### src/rtl/xadc_aux_filter.sv
// Decimating box-car averager for the two XADC aux channels, producing 12-bit
// window averages with a one-cycle valid strobe and hysteretic over-threshold flags.
module xadc_aux_filter #(
    parameter int          SAMPLE_DIV = 10000,
    parameter int          LOG2_AVG   = 4,
    parameter logic [11:0] THRESH_HI  = 12'hC00,
    parameter logic [11:0] THRESH_LO  = 12'hA00
) (
    input  logic        DCLK,
    input  logic        RESET_N,
    input  logic        EN,
    input  logic [15:0] MEASURED_AUX_A,
    input  logic [15:0] MEASURED_AUX_B,
    output logic [11:0] AVG_A,
    output logic [11:0] AVG_B,
    output logic        AVG_VALID,
    output logic        OVER_A,
    output logic        OVER_B
);

    localparam int                  CNT_W     = (SAMPLE_DIV > 1) ? $clog2(SAMPLE_DIV) : 1;
    localparam int                  ACC_W     = 12 + LOG2_AVG;
    localparam logic [CNT_W-1:0]    TICK_LAST = CNT_W'(SAMPLE_DIV - 1);
    localparam logic [LOG2_AVG-1:0] N_LAST    = {LOG2_AVG{1'b1}};

    typedef enum logic [1:0] {
        ST_IDLE,
        ST_CAPTURE,
        ST_ACCUM,
        ST_DONE
    } state_t;

    state_t              state_q, state_d;
    logic [CNT_W-1:0]    tick_cnt_q, tick_cnt_d;
    logic [LOG2_AVG-1:0] n_q, n_d;
    logic                avg_valid_q, avg_valid_d;
    logic                tick;
    logic                capture_en;
    logic                accum_en;
    logic                done_en;
    logic [23:0]         code_all;
    logic [23:0]         avg_all;
    logic [1:0]          over_all;
    logic                unused_low_nibbles;

    // The XADC code is MSB-justified; the low nibble carries no information.
    assign code_all           = {MEASURED_AUX_B[15:4], MEASURED_AUX_A[15:4]};
    assign unused_low_nibbles = ^{MEASURED_AUX_A[3:0], MEASURED_AUX_B[3:0]};

    assign capture_en = EN && (state_q == ST_CAPTURE);
    assign accum_en   = EN && (state_q == ST_ACCUM);
    assign done_en    = EN && (state_q == ST_DONE);

    always_comb begin
        tick        = EN && (tick_cnt_q == TICK_LAST);
        tick_cnt_d  = tick_cnt_q + 1'b1;
        state_d     = state_q;
        n_d         = n_q;
        avg_valid_d = 1'b0;
        if (!EN || tick) begin
            tick_cnt_d = '0;
        end
        // Dropping EN abandons the partial window from any state.
        if (!EN) begin
            state_d = ST_IDLE;
            n_d     = '0;
        end else begin
            case (state_q)
                ST_IDLE: begin
                    if (tick) begin
                        state_d = ST_CAPTURE;
                    end
                end
                ST_CAPTURE: begin
                    state_d = ST_ACCUM;
                end
                ST_ACCUM: begin
                    n_d     = n_q + 1'b1;
                    state_d = (n_q == N_LAST) ? ST_DONE : ST_IDLE;
                end
                ST_DONE: begin
                    n_d         = '0;
                    avg_valid_d = 1'b1;
                    state_d     = ST_IDLE;
                end
                default: begin
                    state_d = ST_IDLE;
                end
            endcase
        end
    end

    always_ff @(posedge DCLK or negedge RESET_N) begin
        if (!RESET_N) begin
            state_q     <= ST_IDLE;
            tick_cnt_q  <= '0;
            n_q         <= '0;
            avg_valid_q <= 1'b0;
        end else begin
            state_q     <= state_d;
            tick_cnt_q  <= tick_cnt_d;
            n_q         <= n_d;
            avg_valid_q <= avg_valid_d;
        end
    end

    genvar gi;
    generate
        for (gi = 0; gi < 2; gi++) begin : g_chan
            logic [11:0]      raw_q, raw_d;
            logic [11:0]      smp_q, smp_d;
            logic [11:0]      avg_q, avg_d;
            logic [11:0]      avg_new;
            logic [ACC_W-1:0] acc_q, acc_d;
            logic             over_q, over_d;

            always_comb begin
                raw_d   = code_all[gi*12 +: 12];
                smp_d   = capture_en ? raw_q : smp_q;
                // Upper 12 bits of the accumulator are the truncated window mean.
                avg_new = acc_q[ACC_W-1 -: 12];
                acc_d   = acc_q;
                avg_d   = avg_q;
                over_d  = over_q;
                if (!EN) begin
                    acc_d = '0;
                end else if (accum_en) begin
                    acc_d = acc_q + ACC_W'(smp_q);
                end else if (done_en) begin
                    acc_d = '0;
                    avg_d = avg_new;
                    if (avg_new >= THRESH_HI) begin
                        over_d = 1'b1;
                    end else if (avg_new <= THRESH_LO) begin
                        over_d = 1'b0;
                    end
                end
            end

            always_ff @(posedge DCLK or negedge RESET_N) begin
                if (!RESET_N) begin
                    raw_q  <= '0;
                    smp_q  <= '0;
                    avg_q  <= '0;
                    acc_q  <= '0;
                    over_q <= 1'b0;
                end else begin
                    raw_q  <= raw_d;
                    smp_q  <= smp_d;
                    avg_q  <= avg_d;
                    acc_q  <= acc_d;
                    over_q <= over_d;
                end
            end

            assign avg_all[gi*12 +: 12] = avg_q;
            assign over_all[gi]         = over_q;
        end
    endgenerate

    assign AVG_A     = avg_all[11:0];
    assign AVG_B     = avg_all[23:12];
    assign OVER_A    = over_all[0];
    assign OVER_B    = over_all[1];
    assign AVG_VALID = avg_valid_q;

endmodule

### config.mk
export PLATFORM = sky130hd
export DESIGN_NAME = xadc_aux_filter
export DESIGN_NICKNAME = d
export VERILOG_FILES = /design/src/rtl/xadc_aux_filter.sv
export SDC_FILE = /design/constraint.sdc
export NUM_CORES = 1
export LEC_CHECK = 0
export BUFFER_PORTS_ARGS = -buffer_cell sky130_fd_sc_hd__buf_4
export CORE_MARGIN = 4
export CORE_UTILIZATION = 36
export DETAILED_ROUTE_END_ITERATION = 7
export GPL_TIMING_DRIVEN = 0
export PLACE_DENSITY_LB_ADDON = 0.05
export SYNTH_ARGS = -nofsm -noshare
export SYNTH_HDL_FRONTEND = slang
export SYNTH_SLANG_ARGS = --single-unit
### constraint.sdc
create_clock -name DCLK -period 3.8 [get_ports DCLK]
set_input_delay 1.14 -clock DCLK [delete_from_list [all_inputs] [get_ports DCLK]]
set_output_delay 1.14 -clock DCLK [all_outputs]
set_load 0.02 [all_outputs]
Word-level counts from Yosys, hierarchy flattened
Cells that the tools add are included.
{"block": "word_totals", "wordCells": 61, "output_inout_bits": 27, "ff_bits": 127, "in_bits": 35}
{"block": "classes", "bitwise": 1, "mux": 18, "eq_ne": 8, "addsub": 4, "magnitude_cmp": 4, "n_reduce_logical": 12}
{"cell": "2-to-1 mux 16 bit", "n": 5}
{"cell": "adder 16 x 12 -> 16 bit", "n": 2}
{"cell": ">= comparator 12 bit (second input constant)", "n": 2}
{"cell": "<= comparator 12 bit (second input constant)", "n": 2}
{"cell": "adder 14 x 1 -> 14 bit (second input constant)", "n": 1}
{"cell": "== test 14 bit (second input constant)", "n": 1}
{"cell": "2-to-1 mux 14 bit", "n": 1}
{"cell": "one-hot mux 2 bit (4 select lines)", "n": 1}
{"cell": "one-hot mux 4 bit (2 select lines)", "n": 1}
{"cell": "AND reduction 4 bit", "n": 2}
{"cell": "2-to-1 mux 1 bit", "n": 6}
{"cell": "2-to-1 mux 2 bit", "n": 3}
{"cell": "inequality test 3 x 1 -> 1 bit (second input constant)", "n": 2}
{"cell": "adder 4 x 1 -> 4 bit (second input constant)", "n": 1}
{"cell": "== test 2 bit (second input constant)", "n": 2}
{"cell": "== test 4 bit (second input constant)", "n": 1}
{"cell": "logical AND 1 bit", "n": 4}
{"cell": "2-to-1 mux 4 bit", "n": 1}
{"cell": "nonzero test 2 bit", "n": 2}
{"cell": "inequality test 3 bit (second input constant)", "n": 1}
{"cell": "AND reduction 3 bit", "n": 1}
{"cell": "== test 2 x 1 -> 1 bit (second input constant)", "n": 1}
{"cell": "zero test 2 bit", "n": 1}
{"cell": "zero test 1 bit", "n": 1}
{"cell": "other kinds (2)", "n": 2}

Longest topological paths before layout
Gate-level depths: netlist (run 1).
{"block": "depth", "depth_word": 5, "mapped_depth": 9, "depth_no_buf": 9}

Worst setup path before layout (run 1)
Ideal clock, no wire load.
{"block": "synth_path", "path_type": "input port to flip-flop", "start": "input EN", "end": "register g_chan[0].smp_q[10]", "arrival_ps": 2085, "required_time_ps": 3675, "setup_ps": 125, "setup_slack_ps": 1590, "n_path_buf": 2, "cell_stages": 5, "path_cell_list": "nor2b_1 buf_4 nand2_2 buf_2 mux2_2"}
{"block": "synth_between", "elab_chain_cells": 1}
{"item": "start: declaration", "line_no": "11", "source": "input logic EN,"}
{"item": "logical AND 1 bit", "line_no": "50", "source": "assign capture_en = EN && (state_q == ST_CAPTURE);"}
{"item": "end signal: assignment", "line_no": "149", "source": "smp_q <= smp_d;"}
{"item": "end: declaration", "line_no": "111", "source": "logic [11:0] smp_q, smp_d;"}
Every way passes these cells.
A chain may end at the register's enable or synchronous reset.

Worst setup path after layout (run 1)
{"block": "layout_path", "start": "register g_chan[1].acc_q[0]", "end": "register g_chan[1].acc_q[14]"}
{"block": "layout_between", "elab_chain_cells": 3}
{"item": "start: declaration", "line_no": "114", "source": "logic [ACC_W-1:0] acc_q, acc_d;"}
{"item": "start signal: assignment", "line_no": "145", "source": "acc_q <= '0;"}
{"item": "start signal: assignment", "line_no": "151", "source": "acc_q <= acc_d;"}
{"item": "adder 16 x 12 -> 16 bit", "line_no": "128", "source": "acc_d = acc_q + ACC_W'(smp_q);"}
{"item": "2-to-1 mux 16 bit", "line_no": "127", "source": "end else if (accum_en) begin"}
{"item": "2-to-1 mux 16 bit", "line_no": "125", "source": "if (!EN) begin"}
Every way passes these cells.

==> impl_results.md, run 1 <==
- Total number of vias: 4188
- RR Endpoint: g_chan[1].acc_q[14]$_DFFE_PN0P_
- Most frequent cell on the critical path: sky130_fd_sc_hd__a21oi_2
- Root buffer selected by CTS: sky130_fd_sc_hd__clkbuf_16
- Final clock period utilization by the worst path: 60.4%
- Critical path destination: g_chan[1].acc_q[14]$_DFFE_PN0P_
- Maximum buffer depth of the clock tree: 2
- Number of antenna violations at the first check in global routing: 0
- Relative contribution of combinational cells to total power: 3.1%
- Fin crit period: 2.29 ns
- Wire length of the first global-routing pass: 21300 µm
- Via count of the first global-routing pass: 4244
- Sort of element at the end of the critical path: flop
- Dominant register cell in the synthesized netlist: sky130_fd_sc_hd__dfrtp_1
- Register area share after synthesis: 54.6%
- Library cell contributing the largest single delay on the critical path: sky130_fd_sc_hd__fa_1
- Top delay family on crit path: compound AO/OA/AOI/OAI gates
- PD cells: 464 mW/mm²
- Number of antenna repair diodes: 0
- Clock skew: 0.00921 ns
- Slew at the pin closest to its max-slew limit: 0.565 ns
- Switching part of the total power: 19.9%
- Initial core utilization: 36.6%
- Number of placed I/O pins: 62
- Setup repair after global routing missed its margin: false
- Number of remaining DRC errors: 0
- Count of warnings emitted by yosys: 0
- Max-capacitance violation count: 0
- Die Y-Extent: 135 µm
- Final non-filler cell area: 0.00719 mm²
- Overall routing resource usage: 14.9%
- Number of enable-type register cells in the synthesized netlist: 0
- Wire length per cell after detailed routing: 15.1 µm
- First drt pass iteration count: 4
- Placer congestion estimate: 0.866
- Simple-gate share of the synthesized area: 14.7%
- Worst path cell trace: ha_1 -> inv_1 -> fa_1 -> nand2b_1 -> a21oi_2 -> o31a_4 -> a21oi_2 -> or3_1 -> a21oi_1
- Total number of H-tree levels: 4
- Arrival @ worst endpoint: 2.63 ns
- Cells resized by post-CTS repair: 0
- Synth Area in Compound Gates: 13.3%
- Cell area after placement: 0.00652 mm²
- Standard cell core area: 0.0159 mm²
- Most frequent standard cell in the layout excluding fill and tap cells: sky130_fd_sc_hd__dfrtp_1
- Maximum clock rate: 436 MHz
- Site Rows: 46
- Overflow left after global routing: 0
- Origin of the worst setup path: g_chan[1].acc_q[0]$_DFFE_PN0P_
- Number of buffers and inverters on the critical path: 1
- Area share of xor/xnor cells in the synthesized design: 4.07%
- Number of different library cells in the post-synthesis netlist: 61
- Portion of netlist area occupied by mux cells: 5.08%
- Total nets after synthesis: 603
- Kind of launch point of the worst setup path: flop
- Critical path fanouts, max: 4
- Setup repair bufs after CTS: 0
- Hold Buf Count CTS: 0
- IR drop worst, VDD: 306 µV
- Die area: 0.0183 mm²
- Synth Area per Inst: 10.8 µm²
- Net switching power figure: 665 µW
- Clock insertion delay at the later pin of the skew report: 0.42 ns
- Worst EP required: 4.14 ns
- Delay contributed by the slowest stage of the critical path: 0.39 ns
- Violation count after the first detailed-routing iteration: 162
- Clock-pin slew reported for the worst setup and hold paths after clock tree synthesis: 0.06 ns
- Combinational family with the most area after synthesis: simple AND/OR/NAND/NOR gates
- Final hold viol count: 0
- Largest net degree at the start of global routing: 82
- Reg-to-reg slack, setup: 1.51 ns
- Clock sink count: 127
- Commonest cells after routing, fill and taps aside: sky130_fd_sc_hd__dfrtp_1 (127), sky130_fd_sc_hd__nand2_1 (113), sky130_fd_sc_hd__buf_4 (53)
- Cell area after synthesis: 0.00582 mm²
- Share of cells above drive strength 1: 21.4%
- Path class of the lowest-slack min-delay path: flop to flop
- Number of cell instances on the worst register-to-register path: 9
- Status: finished clean
- Synthesized netlist cell count: 540
- Async SR Flop Fraction: 100%
- Category of the critical setup timing path: flop to flop
- Leakage power summed over all cells: 0.00351 µW
- Final total negative setup slack: 0 ns
- Sequential cell fraction of total power: 41.6%
- Cell-internal power: 2670 µW
- Die width: 135 µm
- Fin. max-slew vios: 0
- Post-detailed-route count of antenna-violating nets: 0
- Total stage count of the critical path: 9
- Final HPWL from detailed placement: 9050 µm
- Number of I/O port buffers: 53
- Clock network fraction of total power: 55.2%
- Share of synthesized cell area in full adder, half adder and majority cells: 6.28%
- Normalized max-slew margin: 62.3%
- Source of the worst register-to-register timing path: g_chan[1].acc_q[0]$_DFFE_PN0P_
- Final count of negative-setup-slack endpoints: 0
- TritonCTS clock tree: done
- Number of vias per cell: 4.97
- Final core utilization: 45.3%
- Area delta synth->final: 23.6%
- Final net count: 676
- Flip-flop and latch count after synthesis: 127
- Number of buffers created by CTS: 17
- Total Routed Length: 12700 µm
-- area by class of cell --
cell class	instances	area [µm²]
fill	1554	8690
timing repair buffer	54	429
clock inverter	9	178
sequential	127	3180
multi-input combinational	387	2530
buffer	15	66.3
clock buffer	23	498
tap	216	270
inverter	11	41.3
-- cells in the mapped netlist (9+ instances only) --
cell type / instances / share of area (%)
sky130_fd_sc_hd__nand2_1: 113 / 7.3
sky130_fd_sc_hd__o21ai_0: 33 / 2.8
sky130_fd_sc_hd__nand3_1: 16 / 1.4
sky130_fd_sc_hd__dfrtp_1: 127 / 55
sky130_fd_sc_hd__a21oi_1: 19 / 1.6
sky130_fd_sc_hd__ha_1: 26 / 5.6
sky130_fd_sc_hd__xnor2_1: 9 / 1.4
sky130_fd_sc_hd__inv_1: 10 / 0.65
sky130_fd_sc_hd__nor2_1: 25 / 1.6
sky130_fd_sc_hd__xor2_1: 18 / 2.7
sky130_fd_sc_hd__clkbuf_1: 9 / 0.58
sky130_fd_sc_hd__mux2_2: 24 / 4.6
-- per-stage QoR --
stage | setup slack (ns) | hold slack, ns | instances | power (µW)
5_1_grt | 1.29 | 0.472 | 842 | 3460
3_3_place_gp | 1.10 | 0.437 | 809 | 1520
4_1_cts | 1.47 | 0.452 | 842 | 3390
6_report | 1.51 | 0.448 | 842 | 3340
3_5_place_dp | 1.12 | 0.444 | 810 | 1520
2_1_floorplan | 1.59 | 0.425 | 540 | 1450
-- worst min path at each step --
stage                                  startpoint                      end  cells past startpoint
after floorplan           tick_cnt_q[0]$_DFF_PN0_  tick_cnt_q[0]$_DFF_PN0_                      1
final                     tick_cnt_q[0]$_DFF_PN0_  tick_cnt_q[0]$_DFF_PN0_                      1
after global routing      tick_cnt_q[0]$_DFF_PN0_  tick_cnt_q[0]$_DFF_PN0_                      1
after CTS                 tick_cnt_q[0]$_DFF_PN0_  tick_cnt_q[0]$_DFF_PN0_                      1
after global placement    tick_cnt_q[0]$_DFF_PN0_  tick_cnt_q[0]$_DFF_PN0_                      1
after detailed placement  tick_cnt_q[0]$_DFF_PN0_  tick_cnt_q[0]$_DFF_PN0_                      1
-- state kept, by name, indices dropped and copies added (netlist names) --
name,cells
g_chan.acc_q,32
g_chan.raw_q,24
g_chan.smp_q,24
tick_cnt_q,14
AVG_A,12
AVG_B,12
n_q,4
state_q,2
AVG_VALID,1
OVER_A,1
OVER_B,1
-- metal layers --
metal  global-route usage (%)  vias up  share of wire, %
li1                         -     2052                 -
met1                     20.1     2064                48
met2                     22.6       66                47
met3                     4.28        6               4.1
met4                     5.77        0              0.73
met5                        0        -                 0
-- power by group through the flow --
stage | sequential (µW) | combinational [µW] | clock (µW)
floorplan | 1410 | 44.1 | 0
global placement | 1410 | 102 | 0
detailed placement | 1410 | 108 | 0
CTS | 1390 | 109 | 1890
global route | 1390 | 120 | 1950
finish | 1390 | 105 | 1840
-- cell families (layout without fill, tap and decap cells) --
family / Yosys count / in the layout
AO/OA/AOI/OAI: 112 / 112
buffers and inverters: 26 / 112
multiplexers: 26 / 26
adder cells (fa/ha/maj): 28 / 28
flip-flops: 127 / 127
AND/OR/NAND/NOR: 194 / 194
XOR/XNOR: 27 / 27
Note: power is estimated with default switching activity, not from simulation.
==> run 2, diff against run 1 <==
==> constraint.sdc (replaced) <==
create_clock -name DCLK -period 2.3 [get_ports DCLK]
set_input_delay 0.69 -clock DCLK [delete_from_list [all_inputs] [get_ports DCLK]]
set_output_delay 0.69 -clock DCLK [all_outputs]
set_load 0.02 [all_outputs]
==> impl_results.md, run 2 (synthesized netlist as in run 1, its figures left out) <==
- Status: finished clean
- Final hold viol count: 0
- Total Routed Length: 12700 µm
- Delay contributed by the slowest stage of the critical path: 0.39 ns
- Standard cell core area: 0.0159 mm²
- Worst path cell trace: ha_2 -> inv_1 -> fa_1 -> nand2b_4 -> a21oi_4 -> o31a_4 -> a21oi_2 -> or3_1 -> a21oi_1
- Path class of the lowest-slack min-delay path: input port to asynchronous set/reset pin
- Register with the highest flop count: g_chan.acc_q
- Flip-flop count of the largest register, all copies and words added: 32
- Share of cells above drive strength 1: 22.7%
- Number of remaining DRC errors: 0
- Initial core utilization: 36.6%
- Worst EP required: 2.64 ns
- Final HPWL from detailed placement: 9050 µm
- Total number of vias: 4217
- Library cell contributing the largest single delay on the critical path: sky130_fd_sc_hd__fa_1
- Number of I/O port buffers: 53
- Number of vias per cell: 4.99
- Maximum buffer depth of the clock tree: 2
- Placer congestion estimate: 0.866
- Wire length per cell after detailed routing: 15.1 µm
- Clock sink count: 127
- Die Y-Extent: 135 µm
- Number of buffers and inverters on the critical path: 1
- Max-capacitance violation count: 0
- Category of the critical setup timing path: flop to flop
- Fin. max-slew vios: 0
- Die width: 135 µm
- Commonest cells after routing, fill and taps aside: sky130_fd_sc_hd__dfrtp_1 (127), sky130_fd_sc_hd__nand2_1 (113), sky130_fd_sc_hd__buf_4 (56)
- Root buffer selected by CTS: sky130_fd_sc_hd__clkbuf_16
- Overall routing resource usage: 14.9%
- Wire length of the first global-routing pass: 21300 µm
- Registers with the most flip-flops: g_chan.acc_q x32, g_chan.raw_q x24, g_chan.smp_q x24
- Most frequent standard cell in the layout excluding fill and tap cells: sky130_fd_sc_hd__dfrtp_1
- Number of antenna violations at the first check in global routing: 0
- Violation count after the first detailed-routing iteration: 174
- TritonCTS clock tree: done
- Total stage count of the critical path: 9
- Slew at the pin closest to its max-slew limit: 0.572 ns
- Critical path fanouts, max: 4
- Clock insertion delay at the later pin of the skew report: 0.41 ns
- Kind of launch point of the worst setup path: flop
- Number of buffers created by CTS: 17
- Overflow left after global routing: 0
- Via count of the first global-routing pass: 4248
- Hold Buf Count CTS: 0
- PD cells: 761 mW/mm²
- Site Rows: 46
- Final total negative setup slack: 0 ns
- First drt pass iteration count: 4
- Final worst hold slack: 0.198 ns
- Die area: 0.0183 mm²
- Normalized max-slew margin: 61.9%
- Final net count: 679
- Total number of H-tree levels: 4
- Fin crit period: 2.19 ns
- Final-layout fill cell count: 1544
- Final clock period utilization by the worst path: 95.1%
- Clock-pin slew reported for the worst setup and hold paths after clock tree synthesis: 0.06 ns
- Number of antenna repair diodes: 0
- Largest net degree at the start of global routing: 82
- Top delay family on crit path: compound AO/OA/AOI/OAI gates
- Final count of negative-setup-slack endpoints: 0
- Number of cell instances on the worst register-to-register path: 9
- Leakage power summed over all cells: 0.00353 µW
- IR drop worst, VDD: 505 µV
- Area delta synth->final: 24.7%
- Arrival @ worst endpoint: 2.52 ns
- Sort of element at the end of the critical path: flop
- Clock skew: 0.00616 ns
- Post-detailed-route count of antenna-violating nets: 0
- Number of placed I/O pins: 62
- Maximum clock rate: 457 MHz
-- run 2: what timing repair did --
item / in CTS / in global routing
gates resized for setup: 1 / 7
pin swaps: 0 / 2
endpoints found under the setup margin: 1 / 6
buffers inserted: 0 / 3
-- run 2: layout make-up --
type / instances / area (µm²) / share of cell area (%)
Multi-Input combinational cell: 387 / 2570 / 35.4
Clock inverter: 9 / 178 / 2.45
Clock buffer: 23 / 498 / 6.87
Inverter: 11 / 41.3 / 0.570
Sequential cell: 127 / 3180 / 43.8
Timing Repair Buffer: 57 / 452 / 6.23
Tap cell: 216 / 270 / 3.73
Buffer: 15 / 66.3 / 0.915
-- run 2: routing by layer --
metal	part of all wire, %	up-vias	global-route usage, %
met5	0	-	0
met4	1.2	0	5.77
met3	4.0	13	4.28
met2	47	69	22.6
met1	47	2083	20.1
li1	-	2052	-
-- run 2: report_power, final --
part	switching, µW	total (µW)	internal, µW
Clock	978	3040	2070
Sequential	17.5	2300	2280
Combinational	102	173	71.4
-- run 2: per-stage QoR --
step / utilization [%] / total power (µW) / instances / cell area (µm²) / setup WS, ns
3_5_place_dp: 41.0 / 2510 / 810 / 6520 / -0.0131
6_report: 45.6 / 5510 / 845 / 7250 / 0.112
5_1_grt: 45.6 / 5710 / 845 / 7250 / -0.00574
4_1_cts: 45.3 / 5600 / 842 / 7200 / 0.00522
2_1_floorplan: - / 2400 / 540 / 5820 / 0.234
3_3_place_gp: 40.8 / 2500 / 809 / 6480 / 0.0454
-- run 2: worst paths after layout --
kind                                                start                         endpoint  slack, ns
setup / recovery           g_chan[1].acc_q[0]$_DFFE_PN0P_  g_chan[1].acc_q[14]$_DFFE_PN0P_       0.11
hold / removal                                    RESET_N   g_chan[0].acc_q[9]$_DFFE_PN0P_       0.20
setup reg to reg           g_chan[1].acc_q[0]$_DFFE_PN0P_  g_chan[1].acc_q[14]$_DFFE_PN0P_       0.11
hold reg to reg                   tick_cnt_q[0]$_DFF_PN0_          tick_cnt_q[0]$_DFF_PN0_       0.45
max in group asynchronous                         RESET_N            AVG_A[11]$_DFFE_PN0P_       1.37
min in group DCLK                       MEASURED_AUX_A[6]     g_chan[0].raw_q[2]$_DFF_PN0_       0.38
